$ cat src/rtl/instr_fetch_unit.sv
// rtl/instr_fetch_unit.sv - instruction fetch stage with 2-entry prefetch buffer, redirect and halt
module instr_fetch_unit #(
    parameter int          ADDR_W    = 16,
    parameter int          DEPTH     = 256,
    parameter logic [31:0] HALT_WORD = 32'hFFFF_FFFF
) (
    input  logic              Clk,
    input  logic              Reset,
    output logic              Enable_i,
    output logic              RW_ram_i,
    output logic [ADDR_W-1:0] Address_in_i,
    input  logic [31:0]       Out_i,
    input  logic              Redirect,
    input  logic [ADDR_W-1:0] Redirect_pc,
    output logic              instr_valid,
    input  logic              instr_ready,
    output logic [31:0]       instruction,
    output logic [ADDR_W-1:0] instr_pc,
    output logic              Halted
);

    typedef enum logic {FETCH, HALT} state_t;

    localparam logic [ADDR_W:0]   DEPTH_W = (ADDR_W+1)'(DEPTH);
    localparam logic [ADDR_W-1:0] LAST_PC = ADDR_W'(DEPTH - 1);

    state_t            state_q, state_d;
    logic [ADDR_W-1:0] fetch_pc_q, fetch_pc_d;
    logic [1:0]        count_q, count_d;
    logic [31:0]       word0_q, word0_d, word1_q, word1_d;
    logic [ADDR_W-1:0] pc0_q, pc0_d, pc1_q, pc1_d;

    logic              pop;
    logic              fetch;
    logic              push;
    logic [1:0]        count_after_pop;
    logic [ADDR_W-1:0] redirect_target;

    assign pop   = (count_q != 2'd0) && instr_ready;
    assign fetch = (state_q == FETCH) && !Redirect && ((count_q != 2'd2) || pop);
    assign push  = fetch && (Out_i != HALT_WORD);
    assign count_after_pop = count_q - {1'b0, pop};
    assign redirect_target = ADDR_W'({1'b0, Redirect_pc} % DEPTH_W);

    // Enable must not glitch high while the reset is holding the state cleared.
    assign Enable_i     = Reset && fetch;
    assign RW_ram_i     = 1'b1;
    assign Address_in_i = fetch_pc_q;
    assign instr_valid  = (count_q != 2'd0);
    assign instruction  = instr_valid ? word0_q : 32'd0;
    assign instr_pc     = instr_valid ? pc0_q : '0;
    assign Halted       = (state_q == HALT);

    always_comb begin
        state_d    = state_q;
        fetch_pc_d = fetch_pc_q;
        count_d    = count_q;
        word0_d    = word0_q;
        word1_d    = word1_q;
        pc0_d      = pc0_q;
        pc1_d      = pc1_q;

        if (pop) begin
            word0_d = word1_q;
            pc0_d   = pc1_q;
        end

        // A push lands behind whatever survives this cycle's pop.
        if (push) begin
            if (count_after_pop == 2'd0) begin
                word0_d = Out_i;
                pc0_d   = fetch_pc_q;
            end else begin
                word1_d = Out_i;
                pc1_d   = fetch_pc_q;
            end
            fetch_pc_d = (fetch_pc_q == LAST_PC) ? '0 : fetch_pc_q + 1'b1;
        end
        count_d = count_after_pop + {1'b0, push};

        if (fetch && !push) begin
            state_d = HALT;
        end

        if (Redirect) begin
            count_d    = 2'd0;
            fetch_pc_d = redirect_target;
            state_d    = FETCH;
        end
    end

    always_ff @(posedge Clk or negedge Reset) begin
        if (!Reset) begin
            state_q    <= FETCH;
            fetch_pc_q <= '0;
            count_q    <= 2'd0;
            word0_q    <= 32'd0;
            word1_q    <= 32'd0;
            pc0_q      <= '0;
            pc1_q      <= '0;
        end else begin
            state_q    <= state_d;
            fetch_pc_q <= fetch_pc_d;
            count_q    <= count_d;
            word0_q    <= word0_d;
            word1_q    <= word1_d;
            pc0_q      <= pc0_d;
            pc1_q      <= pc1_d;
        end
    end

endmodule

$ cat config.mk
export PLATFORM = sky130hd
export DESIGN_NAME = instr_fetch_unit
export DESIGN_NICKNAME = d
export VERILOG_FILES = /design/src/rtl/instr_fetch_unit.sv
export SDC_FILE = /design/constraint.sdc
export NUM_CORES = 1
export LEC_CHECK = 0
export CAP_MARGIN = 20
export CORE_MARGIN = 2
export CORE_UTILIZATION = 55
export CTS_BUF_LIST = sky130_fd_sc_hd__clkbuf_4 sky130_fd_sc_hd__clkbuf_8
export DETAILED_ROUTE_END_ITERATION = 8
export PLACE_DENSITY = 0.95
export SYNTH_ARGS = -nofsm -noshare
export SYNTH_HDL_FRONTEND = slang
export SYNTH_SLANG_ARGS = --single-unit
$ cat constraint.sdc
create_clock -name Clk -period 5.95 [get_ports Clk]
set_input_delay 1.785 -clock Clk [delete_from_list [all_inputs] [get_ports Clk]]
set_output_delay 1.785 -clock Clk [all_outputs]
set_load 0.1 [all_outputs]
# Yosys cells after proc, flatten, opt, wreduce, memory -nomap -nowiden

Cells that the tools add are included.
W data, S select, Z words.

Add/sub/neg operators: 3
Equality and inequality tests: 3
Mux-type cells: 14
Bitwise gates (word level): 2
Reductions and logical operators: 14

Operator list:

| cell                    | number |
|---|---|
| $mux W32                | 4 |
| $mux W16                | 7 |
| $ne A32 B32 Y1 const B  | 1 |
| $add A16 B1 Y16 const B | 1 |
| $eq A16 B8 Y1 const B   | 1 |
| $logic_and A1 B1 Y1     | 6 |
| $reduce_bool A2 Y1      | 3 |
| $add A2 B1 Y2           | 1 |
| $logic_not A1 Y1        | 2 |
| $logic_not A2 Y1        | 1 |
| $mux W1                 | 2 |
| $mux W2                 | 1 |
| $ne A2 B2 Y1 const B    | 1 |
| $not A1 Y1              | 2 |
| $reduce_and A2 Y1       | 1 |
| $sub A2 B1 Y2           | 1 |
| $logic_or A1 B1 Y1      | 1 |

Register bits after elaboration: 115
Input bits: 52
Output and inout port bits: 68
Word-level logic and storage cells: 43

# Logic depth before layout (Yosys ltp)

Gate-level depths: netlist of the first run.

Word-level depth: 9
Gate-level depth with buffers: 13
Mapped depth without buffers: 9

# Worst setup path before layout of the first run

OpenSTA, ideal clock, no wires.

Path type: in2out
From: in instr_ready
To: out Enable_i
Arrival time: 3,084 ps
Required time: 4,165 ps
Path slack: 1,081 ps
Stages on the path: 3
Path buffers: 0
Cells stage by stage: nor3b_1 -> nor3_1 -> and2_1

Longest elaborated chain between the ends: 4

Ends and longest elaborated chain:

| element             | line | source |
|---|---|---|
| from (decl)         | 16   | `input logic instr_ready,` |
| $logic_and A1 B1 Y1 | 39   | `assign pop = (count_q != 2'd0) && instr_ready;` |
| $logic_or A1 B1 Y1  | 40   | `assign fetch = (state_q == FETCH) && !Redirect && ((count_q != 2'd2) \|\| pop);` |
| $logic_and A1 B1 Y1 | 40   |  |
| $logic_and A1 B1 Y1 | 46   | `assign Enable_i = Reset && fetch;` |
| to (decl)           | 9    | `output logic Enable_i,` |

No other way between the ends.

# Worst setup path in the final report of the first run

Ends and elaborated chain as after synthesis.

==> results of run 1 <==
==> state kept, by name (all words and copies together), names as in the netlist <==
signal and count:
word0_q 32, word1_q 32, Address_in_i 16, pc0_q 16
pc1_q 16, count_q 2, Halted 1
==> logic make-up (layout without fill, tap and decap cells) <==
kind of cell	count (synthesis)	after routing
xor+xnor	2	2
flops	115	115
mux	96	96
other cells	1	1
buf+inv	41	157
compound gates	79	79
simple gates	175	175
fa+ha+maj	3	3
==> synth_stat cells (all sizes together) <==
cell type / count
and4: 5
and3: 2
and2: 52
inv: 8
nand3b: 2
nand4: 12
nor3b: 1
a211oi: 2
nor4: 5
or3: 1
mux2i: 48
o311ai: 2
a31oi: 1
o21ai: 4
nand2: 11
nor3: 5
clkbuf: 13
conb: 1
nor2b: 4
nand3: 5
a311oi: 1
or2: 2
o31ai: 2
xnor2: 1
a21boi: 2
xor2: 1
dfrtp: 115
buf: 20
mux2: 48
a221o: 6
ha: 3
or4: 6
a32oi: 2
nor2: 62
o211ai: 5
a21oi: 49
a211o: 2
a21o: 1
==> stage by stage <==
| stage | setup slack, ps | hold slack, ps |
|---|---|---|
| 2_1_floorplan | 1081 | 479.9 |
| 3_3_place_gp | 1153 | 487.9 |
| 3_5_place_dp | 1138 | 496.3 |
| 4_1_cts | 1125 | 511.4 |
| 5_1_grt | 1022 | 530.6 |
| 6_report | 1123 | 509.4 |
==> final cells by class <==
type	instances	area [µm²]	share of cell area
Clock inverter	10	108.9	0.01499
Inverter	8	30.03	0.004134
Multi-Input combinational cell	356	2625	0.3614
Sequential cell	115	2878	0.3962
Timing Repair Buffer	117	1174	0.1616
Clock buffer	22	277.8	0.03824
Tap cell	136	170.2	0.02343
==> per-layer routing <==
| layer | track usage | routed length (µm) | vias to the layer above |
|---|---|---|---|
| met5 | 0 | 0 | - |
| met4 | 0.1137 | 238 | 0 |
| met3 | 0.05813 | 756 | 26 |
| met2 | 0.4180 | 6853 | 164 |
| met1 | 0.3410 | 5835 | 2203 |
| li1 | - | - | 2017 |
==> path summary, 6_finish.rpt <==
| path | startpoint | endpoint | slack (ps) | cells past startpoint |
|---|---|---|---|---|
| setup / recovery | instr_ready | Enable_i | 1120 | 5 |
| hold / removal | pc1_q[8] | pc1_q[8] | 510 | 1 |
| setup reg to reg | count_q[0] | pc1_q[3] | 2560 | 9 |
| hold reg to reg | pc1_q[8] | pc1_q[8] | 510 | 1 |
| max in group asynchronous | Reset | pc1_q[15] | 3210 | 3 |
| min in group asynchronous | Reset | pc1_q[1] | 1500 | 2 |
==> reports/metrics.cfg, run 1 <==
[layout]
utilization=0.7131
nets=670
mostFrequentLayoutCells=115 x dfrtp_1, 108 x clkdlybuf4s50_1, 60 x nor2_1
drive_gt1_frac=0.1624
diodes=0
syn_to_final_growth_pct=27.67
final_common_cell=dfrtp_1
instances_no_fill=764
stdcell_area_mm2=0.007263
n_fill_cell=702

[worst_setup_path]
startpoint_type=input port
worstPathArrival_ps=3040
crit_type=input port to primary output
crit_required_ps=4160
cpPeakStageDelay_ps=440
slowest_stage=clkdlybuf4s50_1
end_kind=primary output
path_delay_family=simple AND/OR/NAND/NOR gates
cp_cell_sequence=clkdlybuf4s50_1, nor3b_1, nor3_1, and2_1, buf_12
crit_fanout=3
critPathBufInv=2

[timing]
period_minus_slack_ps=4827
worst_slew_pin_slew_ps=1012
grt_setup_unrepaired=no
max_freq_mhz=207.2
clock_skew_ps=9.179
post-route-period-util=0.8113
slew_viol_final=0
setup_viol=0
max_slew_margin=0.3233
hold_viol=0
finalSetupTns_ps=0

[logic_synthesis]
ys_ff_latch=115
synth-simple-area-share=0.1678
synth_compound_area_frac=0.08775
synth.area.mux_share=0.1927
syn_area_mm2=0.005689
ys_types=48
synth-xor-area-share=0.003079
ys_top_cells_by_area=dfrtp_1 51%, mux2i_1 8.4%, and2_1 5.7%
synth.yosys.seq_area_share=0.5058
synthesis.nets=567
synth_fa_ha_area_frac=0.006598
yosys.area.top_type=dfrtp_1
synth.top_cell.area_share=0.5058
synth_top_family_by_area=multiplexers
avgSynthCellArea_um2=11.11
syn_inst=512
yosys_warnings=0

[place]
gp_congestion=0.8494
dp.cells=732
portBuffers=110
placed_cell_area_mm2=0.006877
dp_hpwl_um=8918

[drt]
firstDrtPassIters=4
wl_per_cell_um=17.91
vias=4410
detail_route.vias_per_cell=5.772
drcViolationCount=0
routed_wl_um=13680
ant_nets=0
dr.first_iter.drc_count=274

[die]
die-width_um=105.7
row_count=37
initial_core_util=0.5586
die-area_mm2=0.01117
die_h_um=105.7
num_io_pins=120
coreArea_mm2=0.01018

[global_route]
grtUsageTotal=0.2604
first_global_vias=4519
antenna_found_initial=0
grt_max_degree=73
grt_pass1_wl_um=22710
overflow=0

[clocking]
htreeDepth=4
cts_sinks=115
worst_skew_pair.late_latency_ps=440
post_cts_resized=0
cts_root_buf=clkbuf_8
clockBufferDepth=2
post-cts-setup-buffers=0
tritoncts=built
clk_pin_slew_worst_paths_ps=70
numCtsBuffers=17
ctsHoldBuffers=0

[outcome]
status=finished clean

[hold_path]
hold_path.class=flip-flop to flip-flop

[job]
maxCapViolCount=0

Power of run 1 is left out: the tool's default activity adds up to more than one toggle a clock period on the data nets, which glitch-free logic cannot reach.
==> inputs of run 2 (changes only) <==
CORE_UTILIZATION = 53   (was 55)
PLACE_DENSITY = 0.93   (was 0.95)
clock period = 4.78 ns   (was 5.95 ns; I/O delays follow)
==> run 2 against run 1 <==
Flip-flop and latch count stayed put. Setup slack got worse by 580 ps. Final cell count is 0.13% higher. Critical path type unchanged. Via count fell by 0.88%. Die area is 3.6% higher. Critical endpoint unchanged. Register-to-register slack worse by 950 ps. Non-clock buffer count increased by 1.
==> reports/metrics.cfg, run 2 (same netlist as run 1, synthesis figures left out) <==
[global_route]
overflow=0
grt_pass1_wl_um=21490
first_global_vias=4345
grt_max_degree=66
antenna_found_initial=0
grtUsageTotal=0.2419

[worst_setup_path]
timing.rr.end=pc1_q[8]
r2r_start=count_q[0]
cp_cell_sequence=clkdlybuf4s50_1, nor3b_1, nor3_1, and2_1, buf_12
slowest_stage=clkdlybuf4s50_1
crit_required_ps=3350
worstPathArrival_ps=2800
endpoint=Enable_i
crit_fanout=3
path_delay_family=simple AND/OR/NAND/NOR gates
crit_type=input port to primary output
r2r_slack_ps=1610
cp-startpoint=instr_ready
startpoint_type=input port
critPathBufInv=2
end_kind=primary output
cpPeakStageDelay_ps=470
worst-path-stages=5
r2r_cells=9

[clocking]
cts_root_buf=clkbuf_8
post_cts_resized=0
clockBufferDepth=2
cts_sinks=115
worst_skew_pair.late_latency_ps=430
post-cts-setup-buffers=0
clk_pin_slew_worst_paths_ps=60
htreeDepth=4
ctsHoldBuffers=0
tritoncts=built
numCtsBuffers=17

[timing]
setup_viol=0
post-route-period-util=0.8867
finalSetupTns_ps=0
clock_skew_ps=12.04
period_minus_slack_ps=4239
grt_setup_unrepaired=no
max_slew_margin=0.3413
setup_ws_ps=541.4
worst_slew_pin_slew_ps=985.0
slew_viol_final=0
hold_viol=0
max_freq_mhz=235.9

[layout]
multi_input_area_mm2=0.002630
reg.largest.list=word0_q x32, word1_q x32
syn_to_final_growth_pct=26.41
final_common_cell=dfrtp_1
n_fill_cell=747
diodes=0
nets=671
instances_no_fill=765
mostFrequentLayoutCells=115 x dfrtp_1, 60 x nor2_1, 59 x clkdlybuf4s50_1
drive_gt1_frac=0.2417
seq_area_mm2=0.002878

[drt]
dr.first_iter.drc_count=262
vias=4371
firstDrtPassIters=5
wl_per_cell_um=17.69
routed_wl_um=13530
drcViolationCount=0
detail_route.vias_per_cell=5.714
ant_nets=0

[place]
dp_hpwl_um=8822
dp.cells=733
gp_congestion=0.8521
portBuffers=110
dpl_worst_slack_ps=582.3

[die]
coreArea_mm2=0.01037
row_count=37
initial_core_util=0.5486
die-width_um=107.6
die-area_mm2=0.01158
num_io_pins=120
die_h_um=107.6

[job]
maxCapViolCount=0

[outcome]
status=finished clean

[hold_path]
hold_path.class=flip-flop to flip-flop

[run 2: metal layers]
metal,vias up,track usage,wire length [µm]
li1,2019,-,-
met1,2164,0.3087,5662
met2,173,0.4016,6873
met3,15,0.06356,855
met4,0,0.08059,140
met5,-,0,0
[run 2: final cells by class]
cell class | instances | share of cell area
Clock buffer | 20 | 0.03740
Clock inverter | 12 | 0.02175
Inverter | 8 | 0.004175
Multi-Input combinational cell | 356 | 0.3657
Sequential cell | 115 | 0.4001
Tap cell | 136 | 0.02366
Timing Repair Buffer | 118 | 0.1472
[run 2: worst min path at each step]
| stage | cells after the start | slack (ps) | start | to |
|---|---|---|---|---|
| final | 1 | 510 | pc1_q[4] | pc1_q[4] |
| after global routing | 1 | 530 | word1_q[24] | word1_q[24] |
| after CTS | 1 | 520 | pc1_q[4] | pc1_q[4] |
| after detailed placement | 1 | 500 | pc1_q[8] | pc1_q[8] |
| after global placement | 1 | 490 | word1_q[0] | word1_q[0] |
| after floorplan | 1 | 480 | pc1_q[0] | pc1_q[0] |
[run 2: per-stage QoR]
| stage | area, µm² | utilization | hold WS [ps] |
|---|---|---|---|
| 6_report | 7192 | 0.6935 | 511.8 |
| 3_5_place_dp | 6766 | 0.6525 | 495.2 |
| 4_1_cts | 7192 | 0.6935 | 515.5 |
| 3_3_place_gp | 6766 | 0.6525 | 487.7 |
| 5_1_grt | 7192 | 0.6935 | 525.9 |
| 2_1_floorplan | 5689 | - | 479.9 |
[run 2: worst register-to-register path, stage by stage (launching register included)]
cell and delay [ps]:
dfrtp_1 390, or2_2 630, nand2_4 190, inv_1 50, ha_1 180, xnor2_1 150
and2_1 240, nor2_4 500, buf_12 320, mux2_2 400
Power of run 2 is left out for the same reason.
